<file path="src/rtl/input_buffer_ctrl_if.sv">
// input_buffer_ctrl_if: buffer read port, downstream window strobes and frame control.
// Carries o_err only when INPUT_BUFFER_CTRL_ERR_EN is defined.
interface input_buffer_ctrl_if #(
  parameter int FF_ADDR_WIDTH = 3,
  parameter int ROW_WIDTH     = 8
);
  logic [ROW_WIDTH-1:0]   cfg_row_len;
  logic [ROW_WIDTH-1:0]   cfg_num_rows;
  logic                   start;
  logic                   ds_ready;
  logic [FF_ADDR_WIDTH:0] buf_data_counter;
  logic                   buf_data_vld;
  logic                   buf_rd_req;
  logic                   o_win_vld;
  logic                   o_row_last;
  logic                   o_frame_done;
  logic                   o_busy;
`ifdef INPUT_BUFFER_CTRL_ERR_EN
  logic                   o_err;

  modport master (
    input  cfg_row_len, cfg_num_rows, start, ds_ready,
    input  buf_data_counter, buf_data_vld,
    output buf_rd_req, o_win_vld, o_row_last,
    output o_frame_done, o_busy, o_err
  );

  modport slave (
    output cfg_row_len, cfg_num_rows, start, ds_ready,
    output buf_data_counter, buf_data_vld,
    input  buf_rd_req, o_win_vld, o_row_last,
    input  o_frame_done, o_busy, o_err
  );
`else
  modport master (
    input  cfg_row_len, cfg_num_rows, start, ds_ready,
    input  buf_data_counter, buf_data_vld,
    output buf_rd_req, o_win_vld, o_row_last,
    output o_frame_done, o_busy
  );

  modport slave (
    output cfg_row_len, cfg_num_rows, start, ds_ready,
    output buf_data_counter, buf_data_vld,
    input  buf_rd_req, o_win_vld, o_row_last,
    input  o_frame_done, o_busy
  );
`endif
endinterface

</file>
<file path="src/rtl/input_buffer_ctrl.sv">
// input_buffer_ctrl: row-by-row sliding-window read scheduler for the input buffer.
// Optional sticky error flag via INPUT_BUFFER_CTRL_ERR_EN.
module input_buffer_ctrl #(
  parameter int NUM_RDATA     = 3,
  parameter int FF_ADDR_WIDTH = 3,
  parameter int ROW_WIDTH     = 8
) (
  input logic                 clk,
  input logic                 rst,
  input_buffer_ctrl_if.master bus
);

  typedef enum logic [1:0] {IDLE, RUN, FLUSH, DONE} state_t;

  localparam int FW = (NUM_RDATA > 2) ? $clog2(NUM_RDATA) : 1;
  localparam int CW = FF_ADDR_WIDTH + 2;

  state_t               state_q;
  logic [ROW_WIDTH-1:0] len_q;
  logic [ROW_WIDTH-1:0] rows_q;
  logic [ROW_WIDTH-1:0] pos_q;
  logic [ROW_WIDTH-1:0] row_q;
  logic [FW-1:0]        fl_q;
  logic                 req_q;
  logic                 discard_q;
  logic                 row_last_q;
  logic                 busy_q;
  logic                 done_q;

  logic [CW-1:0] occ;
  logic          run_ok;
  logic          flush_ok;
  logic          last_pos;
  logic          last_fl;
  logic          last_row;
  logic          cfg_bad;
  logic          req;
  logic          rd_req;

  // Occupancy checks fold the previous request in on the right-hand
  // side, so eff = counter - req_q never underflows.
  always_comb begin
    occ      = CW'(bus.buf_data_counter);
    run_ok   = occ >= (CW'(NUM_RDATA) + CW'(req_q));
    flush_ok = occ >= (CW'(1) + CW'(req_q));
    last_pos = pos_q == (len_q - ROW_WIDTH'(NUM_RDATA));
    last_fl  = fl_q == FW'(NUM_RDATA - 2);
    last_row = row_q == (rows_q - ROW_WIDTH'(1));
    cfg_bad  = (bus.cfg_row_len < ROW_WIDTH'(NUM_RDATA)) ||
               (bus.cfg_num_rows == '0);
  end

  // Read request: windows need a full window and downstream room,
  // flush discards only need one entry and ignore downstream.
  always_comb begin
    req = 1'b0;
    case (state_q)
      RUN:     req = run_ok & bus.ds_ready;
      FLUSH:   req = flush_ok;
      default: req = 1'b0;
    endcase
    rd_req = req & ~rst;
  end

  assign bus.buf_rd_req   = rd_req;
  assign bus.o_win_vld    = bus.buf_data_vld & req_q & ~discard_q;
  assign bus.o_row_last   = bus.buf_data_vld & req_q & ~discard_q &
                            row_last_q;
  assign bus.o_frame_done = done_q;
  assign bus.o_busy       = busy_q;

  // Frame FSM, position/row/flush counters and the read-tag pipeline.
  always_ff @(posedge clk) begin
    if (rst) begin
      state_q    <= IDLE;
      len_q      <= '0;
      rows_q     <= '0;
      pos_q      <= '0;
      row_q      <= '0;
      fl_q       <= '0;
      req_q      <= 1'b0;
      discard_q  <= 1'b0;
      row_last_q <= 1'b0;
      busy_q     <= 1'b0;
      done_q     <= 1'b0;
    end else begin
      req_q      <= rd_req;
      discard_q  <= rd_req & (state_q == FLUSH);
      row_last_q <= rd_req & (state_q == RUN) & last_pos;
      done_q     <= 1'b0;
      case (state_q)
        IDLE: begin
          if (bus.start && !cfg_bad) begin
            len_q   <= bus.cfg_row_len;
            rows_q  <= bus.cfg_num_rows;
            pos_q   <= '0;
            row_q   <= '0;
            busy_q  <= 1'b1;
            state_q <= RUN;
          end
        end
        RUN: begin
          if (rd_req) begin
            if (last_pos) begin
              fl_q    <= '0;
              state_q <= FLUSH;
            end else begin
              pos_q <= pos_q + ROW_WIDTH'(1);
            end
          end
        end
        FLUSH: begin
          if (rd_req) begin
            fl_q <= fl_q + FW'(1);
            if (last_fl) begin
              if (last_row) begin
                done_q  <= 1'b1;
                state_q <= DONE;
              end else begin
                row_q   <= row_q + ROW_WIDTH'(1);
                pos_q   <= '0;
                state_q <= RUN;
              end
            end
          end
        end
        default: begin
          busy_q  <= 1'b0;
          state_q <= IDLE;
        end
      endcase
    end
  end

`ifdef INPUT_BUFFER_CTRL_ERR_EN
  logic err_q;

  // Sticky protocol error: orphan read data, start while busy, bad config.
  always_ff @(posedge clk) begin
    if (rst) begin
      err_q <= 1'b0;
    end else if ((bus.buf_data_vld && !req_q) ||
                 (bus.start && state_q != IDLE) ||
                 (bus.start && state_q == IDLE && cfg_bad)) begin
      err_q <= 1'b1;
    end
  end

  assign bus.o_err = err_q;
`endif

endmodule

</file>
<file path="src/flat_wrapper.sv">
// flat-port wrapper written by rule: the top's interface ports become plain ports
module input_buffer_ctrl_flat 
#(
  parameter int NUM_RDATA     = 3,
  parameter int FF_ADDR_WIDTH = 3,
  parameter int ROW_WIDTH     = 8
)
  (clk, rst, bus_cfg_row_len, bus_cfg_num_rows, bus_start, bus_ds_ready, bus_buf_data_counter, bus_buf_data_vld, bus_buf_rd_req, bus_o_win_vld, bus_o_row_last, bus_o_frame_done, bus_o_busy);
  input_buffer_ctrl_if #(.FF_ADDR_WIDTH(FF_ADDR_WIDTH), .ROW_WIDTH(ROW_WIDTH)) bus_i ();
  input logic clk;
  input logic rst;
  input wire logic [$bits(bus_i.cfg_row_len)-1:0] bus_cfg_row_len;
  input wire logic [$bits(bus_i.cfg_num_rows)-1:0] bus_cfg_num_rows;
  input wire logic [$bits(bus_i.start)-1:0] bus_start;
  input wire logic [$bits(bus_i.ds_ready)-1:0] bus_ds_ready;
  input wire logic [$bits(bus_i.buf_data_counter)-1:0] bus_buf_data_counter;
  input wire logic [$bits(bus_i.buf_data_vld)-1:0] bus_buf_data_vld;
  output wire logic [$bits(bus_i.buf_rd_req)-1:0] bus_buf_rd_req;
  output wire logic [$bits(bus_i.o_win_vld)-1:0] bus_o_win_vld;
  output wire logic [$bits(bus_i.o_row_last)-1:0] bus_o_row_last;
  output wire logic [$bits(bus_i.o_frame_done)-1:0] bus_o_frame_done;
  output wire logic [$bits(bus_i.o_busy)-1:0] bus_o_busy;
  assign bus_i.cfg_row_len = bus_cfg_row_len;
  assign bus_i.cfg_num_rows = bus_cfg_num_rows;
  assign bus_i.start = bus_start;
  assign bus_i.ds_ready = bus_ds_ready;
  assign bus_i.buf_data_counter = bus_buf_data_counter;
  assign bus_i.buf_data_vld = bus_buf_data_vld;
  assign bus_buf_rd_req = bus_i.buf_rd_req;
  assign bus_o_win_vld = bus_i.o_win_vld;
  assign bus_o_row_last = bus_i.o_row_last;
  assign bus_o_frame_done = bus_i.o_frame_done;
  assign bus_o_busy = bus_i.o_busy;
  input_buffer_ctrl #(.NUM_RDATA(NUM_RDATA), .FF_ADDR_WIDTH(FF_ADDR_WIDTH), .ROW_WIDTH(ROW_WIDTH)) u_core (.clk(clk), .rst(rst), .bus(bus_i));
endmodule
</file>
<file path="config.mk">
export PLATFORM = sky130hd
export DESIGN_NAME = input_buffer_ctrl_flat
export DESIGN_NICKNAME = d
export VERILOG_FILES = /design/src/rtl/input_buffer_ctrl_if.sv /design/src/rtl/input_buffer_ctrl.sv /design/src/flat_wrapper.sv
export SDC_FILE = /design/constraint.sdc
export NUM_CORES = 1
export LEC_CHECK = 0
export CORE_AREA = 5 5 87 89
export DETAILED_ROUTE_END_ITERATION = 10
export DIE_AREA = 0 0 92 94
export PLACE_DENSITY = 0.71
export SETUP_SLACK_MARGIN = 0.4
export SKIP_CTS_REPAIR_TIMING = 1
export SLEW_MARGIN = 20
export SYNTH_ARGS = -nofsm -noshare
export SYNTH_HDL_FRONTEND = slang
export SYNTH_SLANG_ARGS = --single-unit
</file>
<file path="constraint.sdc">
create_clock -name clk -period 3.9 [get_ports clk]
set_input_delay 1.17 -clock clk [delete_from_list [all_inputs] [get_ports clk]]
set_output_delay 1.17 -clock clk [all_outputs]
set_load 0.02 [all_outputs]
</file>
---- Word level (Yosys, flattened, before mapping) ----
Index checks and enable logic that the tools add are counted.
operators by class
  equal/unequal tests ..................... 12
  add/sub/neg operators ................... 7
  bitwise gates (word level) .............. 14
  reduce and logical (&&, ||, !) cells .... 16
  mux-type cells .......................... 26
  magnitude comparators ................... 3
operators by type and width
  cell                                                 count
  two-way mux 8 bit                                    9
  case mux 8 bit (3 select lines)                      1
  two-way mux 2 bit                                    9
  adder 8 x 1 -> 8 bit (second input constant)         2
  == test 8 bit                                        2
  case mux 8 bit (2 select lines)                      1
  >= comparator 4 x 5 -> 1 bit                         2
  != test 2 x 1 -> 1 bit (second input constant)       5
  AND reduction 5 bit                                  2
  AND 1 bit                                            8
  zero test 8 bit                                      1
  < comparator 8 x 2 -> 1 bit (second input constant)  1
  subtractor 8 x 1 -> 8 bit (second input constant)    1
  subtractor 8 x 2 -> 8 bit (second input constant)    1
  AND reduction 7 bit                                  1
  NOT 1 bit                                            6
  case mux 2 bit (3 select lines)                      1
  == test 2 x 1 -> 1 bit (second input constant)       2
  != test 2 bit (second input constant)                2
  case mux 1 bit (2 select lines)                      2
  case mux 2 bit (2 select lines)                      1
  AND reduction 2 bit                                  2
  AND reduction 4 bit                                  1
  nonzero test 2 bit                                   2
  other kinds (12)                                     13
word-level totals
  flip-flop bits (word level) ............. 41
  output and inout bits ................... 5
  input bits .............................. 25

---- Logic depth before layout (Yosys ltp) ----
Gate-level depths: netlist (run 1).
  depth in word-level cells ............... 7
  gate-level depth with buffers ........... 12

---- Least setup slack after synthesis (run 1) ----
OpenSTA, ideal clock, no wires.
  kind .................................... input -> output
  from .................................... in bus_buf_data_counter[0]
  to ...................................... out bus_buf_rd_req
  cell stages on the path ................. 5
  buffers on the path ..................... 0
  data required time ...................... 2.730 ns
  data arrival time ....................... 2.326 ns
  setup slack ............................. 0.404 ns
  cell sequence ........................... inv_1 -> ha_1 -> nand2b_1 -> a2111oi_2 -> o22ai_1
on the way
  word-level cells in the longest chain between the ends .. 4
  elaborated cells on any way between the ends .. 5
  those cells by class .................... order compare: 2; mux: 1; bitwise: 2
RTL lines
  item                                 RTL line                 RTL
  from (decl)                          flat_wrapper.sv:16       input wire logic [$bits(bus_i.buf_data_counter)-1:0] bus_buf_data_counter;
  >= comparator 4 x 5 -> 1 bit         input_buffer_ctrl.sv:44  run_ok = occ >= (CW'(NUM_RDATA) + CW'(req_q));
  AND 1 bit                            input_buffer_ctrl.sv:58  RUN: req = run_ok & bus.ds_ready;
  case mux 1 bit (2 select lines) (*)  input_buffer_ctrl.sv:57  case (state_q)
  AND 1 bit (*)                        input_buffer_ctrl.sv:62  rd_req = req & ~rst;
  to (decl)                            flat_wrapper.sv:18       output wire logic [$bits(bus_i.buf_rd_req)-1:0] bus_buf_rd_req;
Mark *: on every way between the ends. The rest lies on a longest branch, timed or not.

---- Final worst setup path (run 1) ----
  from .................................... in bus_buf_data_counter[3]
  to ...................................... out bus_buf_rd_req
The elaborated chain is that of the path after synthesis.

==> impl_summary.txt, run 1 <==
----------------------------------------------------
[Status]
  Status ... finished clean

[Timing]
  Final Hold Vio Count ... 0
  Final-report max-slew violation count ... 0
  Skew final ... 0.00659 ns
  Post-route setup TNS ... 0 ns
  Max_slew headroom ... 53.1%
  RSZ-0062 raised after global routing ... yes
  Finish-stage setup viols ... 0
  Worst Hold Slack ... 0.458 ns
  Pin slew with the least headroom to its limit ... 0.702 ns
  Max Fclk ... 282 MHz
  Clock period minus final worst setup slack ... 3.55 ns
  Tcrit/Tclk final ... 90.9%

[CTS]
  Number of clock buffers inserted by TritonCTS ... 5
  Clock-pin slew reported for the worst setup and hold paths after clock tree synthesis ... 0.08 ns
  Clock tree buffer depth ... 2
  Clock tree from TritonCTS ... built
  Sinks on the clock net ... 41
  H-tree depth ... 2
  Cell at the root of the clock tree ... sky130_fd_sc_hd__clkbuf_8
  Clk Latency, worst-skew pair ... 0.30 ns

[Yosys]
  Leading area contributor after synthesis ... sky130_fd_sc_hd__dfxtp_1
  Cell area after synthesis ... 2600 um^2
  Post-synth cell types ... 59
  Proportion of register bits with asynchronous set or reset after synthesis ... 0%
  Number of instances in the synthesized netlist ... 301
  Number of flops mapped to enable cells by yosys ... 0
  Post-synthesis area per instance ... 8.63 um^2
  Number of flip-flops and latches in the synthesized netlist ... 41
  Commonest register cell after synthesis ... sky130_fd_sc_hd__dfxtp_1
  Nets in the synthesized netlist ... 339
  Top cells by area in the synthesized netlist ... sky130_fd_sc_hd__dfxtp_1 (32%), sky130_fd_sc_hd__mux2i_1 (6.9%), sky130_fd_sc_hd__ha_1 (6.3%), sky130_fd_sc_hd__nor2_1 (4.5%), sky130_fd_sc_hd__xnor2_1 (4.0%)
  Area fraction of the dominant cell type after synthesis ... 31.6%
  Yosys synthesis warning count ... 0
  Sequential-to-total area share from yosys stat ... 31.6%

[Place]
  Weighted congestion at the end of routability-driven global placement ... 0.818
  Half-perimeter wire length after placement ... 4.15 mm
  Port buffer count ... 29
  Dpl cells ... 407

[Power and ir drop]
  VDD IR-drop max ... 235 uV
  Total power consumption of the routed design ... 1.65 mW
  Leakage ... 1.36 nW
  Power per cell area ... 513 nW/um^2

[Floorplanning]
  Total core area ... 6680 um^2
  Floorplan die area ... 8650 um^2
  FP Rows ... 30
  Number of primary I/O pins ... 30
  DIE HEIGHT ... 94 um
  Horiz. Die Dim ... 92 um
  Effective utilization at floorplan ... 38.9%

[Global route]
  Maximum number of pins on one net before global-route repair ... 32
  Congestion Overflow GR ... 0
  Vias in the first global route ... 2,175
  Global routing usage summed across all routing layers ... 13.9%
  Wire length of the first global-routing pass ... 9.87 mm
  Initial antenna violation count ... 0

[Detailed routing]
  Vias post-DR ... 2,273
  Starting DRT DRC Count ... 121
  Routed WL per cell ... 13.7 um
  Post-route DRC violation count ... 0
  Average via count per standard cell ... 5.44
  Number of nets still failing antenna checks after routing ... 0
  Detailed Routing Iterations Pass 1 ... 4
  Total wirelength of the detailed-routed design ... 5.74 mm

[Cells and area]
  Most frequent standard cell in the layout excluding fill and tap cells ... sky130_fd_sc_hd__dfxtp_1
  Fillers ... 644
  Antenna diode count ... 0
  Final #Nets ... 375
  Fraction of final layout cells with drive strength greater than 1 ... 13.0%
  Top library cells by usage in the layout, fill and taps aside ... sky130_fd_sc_hd__dfxtp_1 (41), sky130_fd_sc_hd__nor2_1 (31), sky130_fd_sc_hd__clkdlybuf4s50_1 (22)
  Syn-to-layout area delta ... 24.1%
  Number of non-filler instances in the completed layout ... 418

[Setup path]
  Sort of element at the end of the critical path ... output pin
  Ordered cell list for the critical path ... clkdlybuf4s50_1 > a211o_1 > a31oi_4 > o22ai_2 > buf_6
  Maximum fanout along the worst path ... 3
  CP Data Required Time ... 2.73 ns
  Sort of element at the start of the critical path ... input port
  Critical-path top delay cell ... sky130_fd_sc_hd__clkdlybuf4s50_1
  Data arrival time of the critical path ... 2.38 ns
  Peak per-stage delay on the critical path ... 0.46 ns
  Critical path type ... input port to output pin

[Flow run]
  Max-cap viol count ... 0

[Min path]
  Type of the tightest min-delay check ... flop to flop

----------------------------------------------------
-- final timing paths --
check | from | to | slack, ns | depth (start not counted)
setup / recovery | bus_buf_data_counter[3] | bus_buf_rd_req | 0.35 | 5
hold / removal | u_core.fl_q[1]$_SDFFE_PP0P_ | u_core.fl_q[1]$_SDFFE_PP0P_ | 0.46 | 2
setup reg to reg | u_core.state_q[0]$_SDFFE_PP0P_ | u_core.pos_q[6]$_SDFFE_PP0P_ | 0.87 | 10
hold reg to reg | u_core.fl_q[1]$_SDFFE_PP0P_ | u_core.fl_q[1]$_SDFFE_PP0P_ | 0.46 | 2
-- cell usage after synthesis (2+ instances only) --
library cell	instances
sky130_fd_sc_hd__nor4_1	8
sky130_fd_sc_hd__or3b_2	2
sky130_fd_sc_hd__o22ai_1	2
sky130_fd_sc_hd__ha_1	13
sky130_fd_sc_hd__nand2_1	18
sky130_fd_sc_hd__nor2_1	31
sky130_fd_sc_hd__nand3_1	11
sky130_fd_sc_hd__nand4_1	4
sky130_fd_sc_hd__nor2b_1	5
sky130_fd_sc_hd__xnor2_1	12
sky130_fd_sc_hd__a41oi_1	3
sky130_fd_sc_hd__a31oi_1	5
sky130_fd_sc_hd__and2_1	6
sky130_fd_sc_hd__a21oi_1	14
sky130_fd_sc_hd__o21ai_0	5
sky130_fd_sc_hd__dfxtp_1	41
sky130_fd_sc_hd__buf_2	4
sky130_fd_sc_hd__mux2i_1	18
sky130_fd_sc_hd__inv_1	11
sky130_fd_sc_hd__or3_4	2
sky130_fd_sc_hd__nor3b_1	2
sky130_fd_sc_hd__and3_1	5
sky130_fd_sc_hd__or2_2	2
sky130_fd_sc_hd__nand2b_1	9
sky130_fd_sc_hd__buf_6	3
sky130_fd_sc_hd__a211oi_1	5
sky130_fd_sc_hd__clkbuf_1	7
sky130_fd_sc_hd__nor3_1	6
sky130_fd_sc_hd__nand3b_1	2
sky130_fd_sc_hd__or4_1	6
sky130_fd_sc_hd__xor2_1	11
-- stage by stage --
step	area [um^2]	worst slack [ns]	util, %
final	3220	0.353	48.2
after detailed placement	2990	-0.538	44.7
after global routing	3220	0.297	48.2
after floorplan	2600	0.404	-
after CTS	3110	-0.552	46.5
after global placement	2990	-0.498	44.7
-- area by class of cell --
type                       count  area [um^2]  area share [%]
multi-input combinational    236         1740            54.0
timing repair buffer          42          404            12.5
inverter                      11         41.3            1.28
clock buffer                   7         86.3            2.68
tap                           80          100            3.11
sequential                    41          821            25.5
clock inverter                 1         30.0           0.932
-- sequential cells by signal, indices dropped and copies added, names as in the netlist --
signal and count:
u_core.bus.o_busy 1, u_core.bus.o_frame_done 1, u_core.discard_q 1, u_core.fl_q 2
u_core.len_q 8, u_core.pos_q 8, u_core.req_q 1, u_core.row_last_q 1
u_core.row_q 8, u_core.rows_q 8, u_core.state_q 2
-- kinds of logic after synthesis --
logic type      after synthesis  synth area share [%]
compound gates               56                  15.8
xor+xnor                     23                  7.76
fa+ha+maj                    13                  6.27
buf+inv                      25                  4.67
flops                        41                  31.6
mux                          18                  6.94
simple gates                125                  27.0
-- critical path, delay by kind of cell --
family	cells	cell delay, ns
buffers and inverters	2	0.61
AO/OA/AOI/OAI	3	0.60
-- where the power goes --
part / internal (mW) / total [mW] / switching [mW]
Sequential: 0.471 / 0.546 / 0.0750
Combinational: 0.359 / 0.751 / 0.392
Clock: 0.209 / 0.356 / 0.148
Total: 1.04 / 1.65 / 0.615
-- routing by layer --
layer,GRT usage [%],vias to the layer above,wire (um)
li1,-,1163,-
met5,0,-,0
met2,24.1,36,2810
met3,3.21,5,249
met1,16.8,1069,2620
met4,4.70,0,50
(Power assumes the default switching activity.)
==> run 2: changes to the inputs <==
Settings changed: TNS_END_PERCENT set to 100.
==> results of run 2 <==
Same layout as run 1: the final DEF is identical, and so are final timing and power.
==> run 3: changes to the inputs <==
Settings changed: PLACE_DENSITY 0.71 to 0.7.
==> impl_summary.txt, run 3 (synthesized netlist as in run 1, its figures left out) <==
----------------------------------------------------
[Timing]
  Skew final ... 0.00661 ns (+0.0000121 ns)
  Pin slew with the least headroom to its limit ... 0.719 ns (+0.0176 ns)
  Post-route setup TNS ... 0 ns (unchanged)
  Worst Hold Slack ... 0.466 ns (+0.00781 ns)
  Clock period minus final worst setup slack ... 3.57 ns (+0.0237 ns)
  Minimum setup slack in the final design ... 0.329 ns (-0.0237 ns)
  Finish-stage setup viols ... 0 (unchanged)
  Max_slew headroom ... 52.0% (-1.2 points)
  Max Fclk ... 280 MHz (-0.66%)
  Tcrit/Tclk final ... 91.6% (+0.61 points)
  Final Hold Vio Count ... 0 (unchanged)
  RSZ-0062 raised after global routing ... yes
  Final-report max-slew violation count ... 0 (unchanged)

[Status]
  Status ... finished clean

[CTS]
  H-tree depth ... 2 (unchanged)
  Cell at the root of the clock tree ... sky130_fd_sc_hd__clkbuf_8
  Clk Latency, worst-skew pair ... 0.29 ns (about the same)
  Sinks on the clock net ... 41 (unchanged)
  Clock tree buffer depth ... 2 (unchanged)
  Clock-pin slew reported for the worst setup and hold paths after clock tree synthesis ... 0.09 ns (about the same)
  Number of clock buffers inserted by TritonCTS ... 5 (unchanged)
  Clock tree from TritonCTS ... built

[Global route]
  Initial antenna violation count ... 0 (unchanged)
  Wire length of the first global-routing pass ... 9.67 mm (-2.0%)
  Maximum number of pins on one net before global-route repair ... 32 (unchanged)
  Vias in the first global route ... 2,229 (+2.5%)
  Congestion Overflow GR ... 0 (unchanged)
  Global routing usage summed across all routing layers ... 13.4% (-0.52 points)

[Detailed routing]
  Detailed Routing Iterations Pass 1 ... 4 (unchanged)
  Post-route DRC violation count ... 0 (unchanged)
  Average via count per standard cell ... 5.40 (-0.70%)
  Total wirelength of the detailed-routed design ... 5.73 mm (-0.12%)
  Routed WL per cell ... 13.8 um (+0.60%)
  Starting DRT DRC Count ... 81 (-33%)
  Vias post-DR ... 2,241 (-1.4%)
  Number of nets still failing antenna checks after routing ... 0 (unchanged)

[Place]
  Setup WS pre-CTS ... -0.510 ns (+0.0276 ns)
  Weighted congestion at the end of routability-driven global placement ... 0.809 (-1.1%)
  Half-perimeter wire length after placement ... 4.17 mm (+0.32%)
  Port buffer count ... 29 (unchanged)
  Dpl cells ... 406 (-0.25%)
  Area after detailed placement ... 2980 um^2 (-0.25%)

[Setup path]
  Peak per-stage delay on the critical path ... 0.47 ns (about the same)
  Critical-path top delay cell ... sky130_fd_sc_hd__clkdlybuf4s50_1
  CP Data Required Time ... 2.73 ns (about the same)
  Sort of element at the end of the critical path ... output pin
  Ordered cell list for the critical path ... clkdlybuf4s50_1 > a211o_1 > a31oi_4 > o22ai_2 > buf_6
  Critical path type ... input port to output pin
  Sort of element at the start of the critical path ... input port
  Data arrival time of the critical path ... 2.40 ns (+0.02 ns)
  Maximum fanout along the worst path ... 3 (unchanged)

[Floorplanning]
  FP Rows ... 30 (unchanged)
  DIE HEIGHT ... 94 um (unchanged)
  Effective utilization at floorplan ... 38.9% (unchanged)
  Number of primary I/O pins ... 30 (unchanged)
  Horiz. Die Dim ... 92 um (unchanged)
  Floorplan die area ... 8650 um^2 (unchanged)
  Total core area ... 6680 um^2 (unchanged)

[Cells and area]
  Final #Nets ... 372 (-0.80%)
  Most frequent standard cell in the layout excluding fill and tap cells ... sky130_fd_sc_hd__dfxtp_1
  Number of non-filler instances in the completed layout ... 415 (-0.72%)
  Fraction of the core area covered by cells at the end of the flow ... 47.6% (-0.64 points)
  Syn-to-layout area delta ... 22.5%
  Top library cells by usage in the layout, fill and taps aside ... sky130_fd_sc_hd__dfxtp_1 (41), sky130_fd_sc_hd__nor2_1 (31), sky130_fd_sc_hd__clkdlybuf4s50_1 (22)
  Design Area, Final ... 3180 um^2 (-1.3%)
  Fraction of final layout cells with drive strength greater than 1 ... 13.4% (+0.42 points)
  Fillers ... 656 (+1.9%)
  Antenna diode count ... 0 (unchanged)

[Power and ir drop]
  Relative contribution of the clock network to total power ... 17.6% (-3.9 points)
  Cell internal power dissipation ... 950 uW (-8.6%)
  Total power consumption of the routed design ... 1.57 mW (-4.8%)
  Net Switching ... 625 uW (+1.6%)
  Switch share ... 39.7% (+2.5 points)
  VDD IR-drop max ... 225 uV (-4.6%)
  Part of the power in combinational logic ... 47.7% (+2.3 points)
  Reg power frac ... 34.7% (+1.7 points)
  Leakage ... 1.33 nW (-2.0%)
  Power per cell area ... 495 nW/um^2 (-3.5%)

[Flow run]
  Max-cap viol count ... 0 (unchanged)

[Min path]
  Type of the tightest min-delay check ... flop to flop

----------------------------------------------------
run 3: metal layers:
metal	routed length [um]	global-route usage (%)
met1	2640	15.4
met2	2820	24.7
met3	212	3.04
met4	57	3.59
met5	0	0
run 3: path summary, 6_finish.rpt:
kind	cells past startpoint	startpoint	slack (ns)	endpoint
max	5	bus_buf_data_counter[3]	0.33	bus_buf_rd_req
min	2	u_core.fl_q[1]$_SDFFE_PP0P_	0.47	u_core.fl_q[1]$_SDFFE_PP0P_
max reg2reg	10	u_core.state_q[0]$_SDFFE_PP0P_	0.89	u_core.pos_q[3]$_SDFFE_PP0P_
min reg2reg	2	u_core.fl_q[1]$_SDFFE_PP0P_	0.47	u_core.fl_q[1]$_SDFFE_PP0P_
run 3: area by class of cell:
cell class                      count  area, um^2  share of cell area [%]
Multi-Input combinational cell    236        1750                    55.0
Inverter                           11        41.3                    1.30
Clock buffer                        5        68.8                    2.16
Timing Repair Buffer               39         382                    12.0
Tap cell                           80         100                    3.15
Clock inverter                      3        17.5                   0.551
Sequential cell                    41         821                    25.8
run 3: power groups by stage:
stage	logic, mW	clock network (mW)	registers, mW
floorplan	0.543	0	0.538
global placement	0.685	0	0.554
detailed placement	0.704	0	0.556
CTS	0.708	0.286	0.546
global route	0.828	0.305	0.556
finish	0.751	0.277	0.547
run 3: critical path, delay by kind of cell:
family | cells | cell delay (ns)
buffers and inverters | 2 | 0.62
AOI/OAI and AO/OA | 3 | 0.60
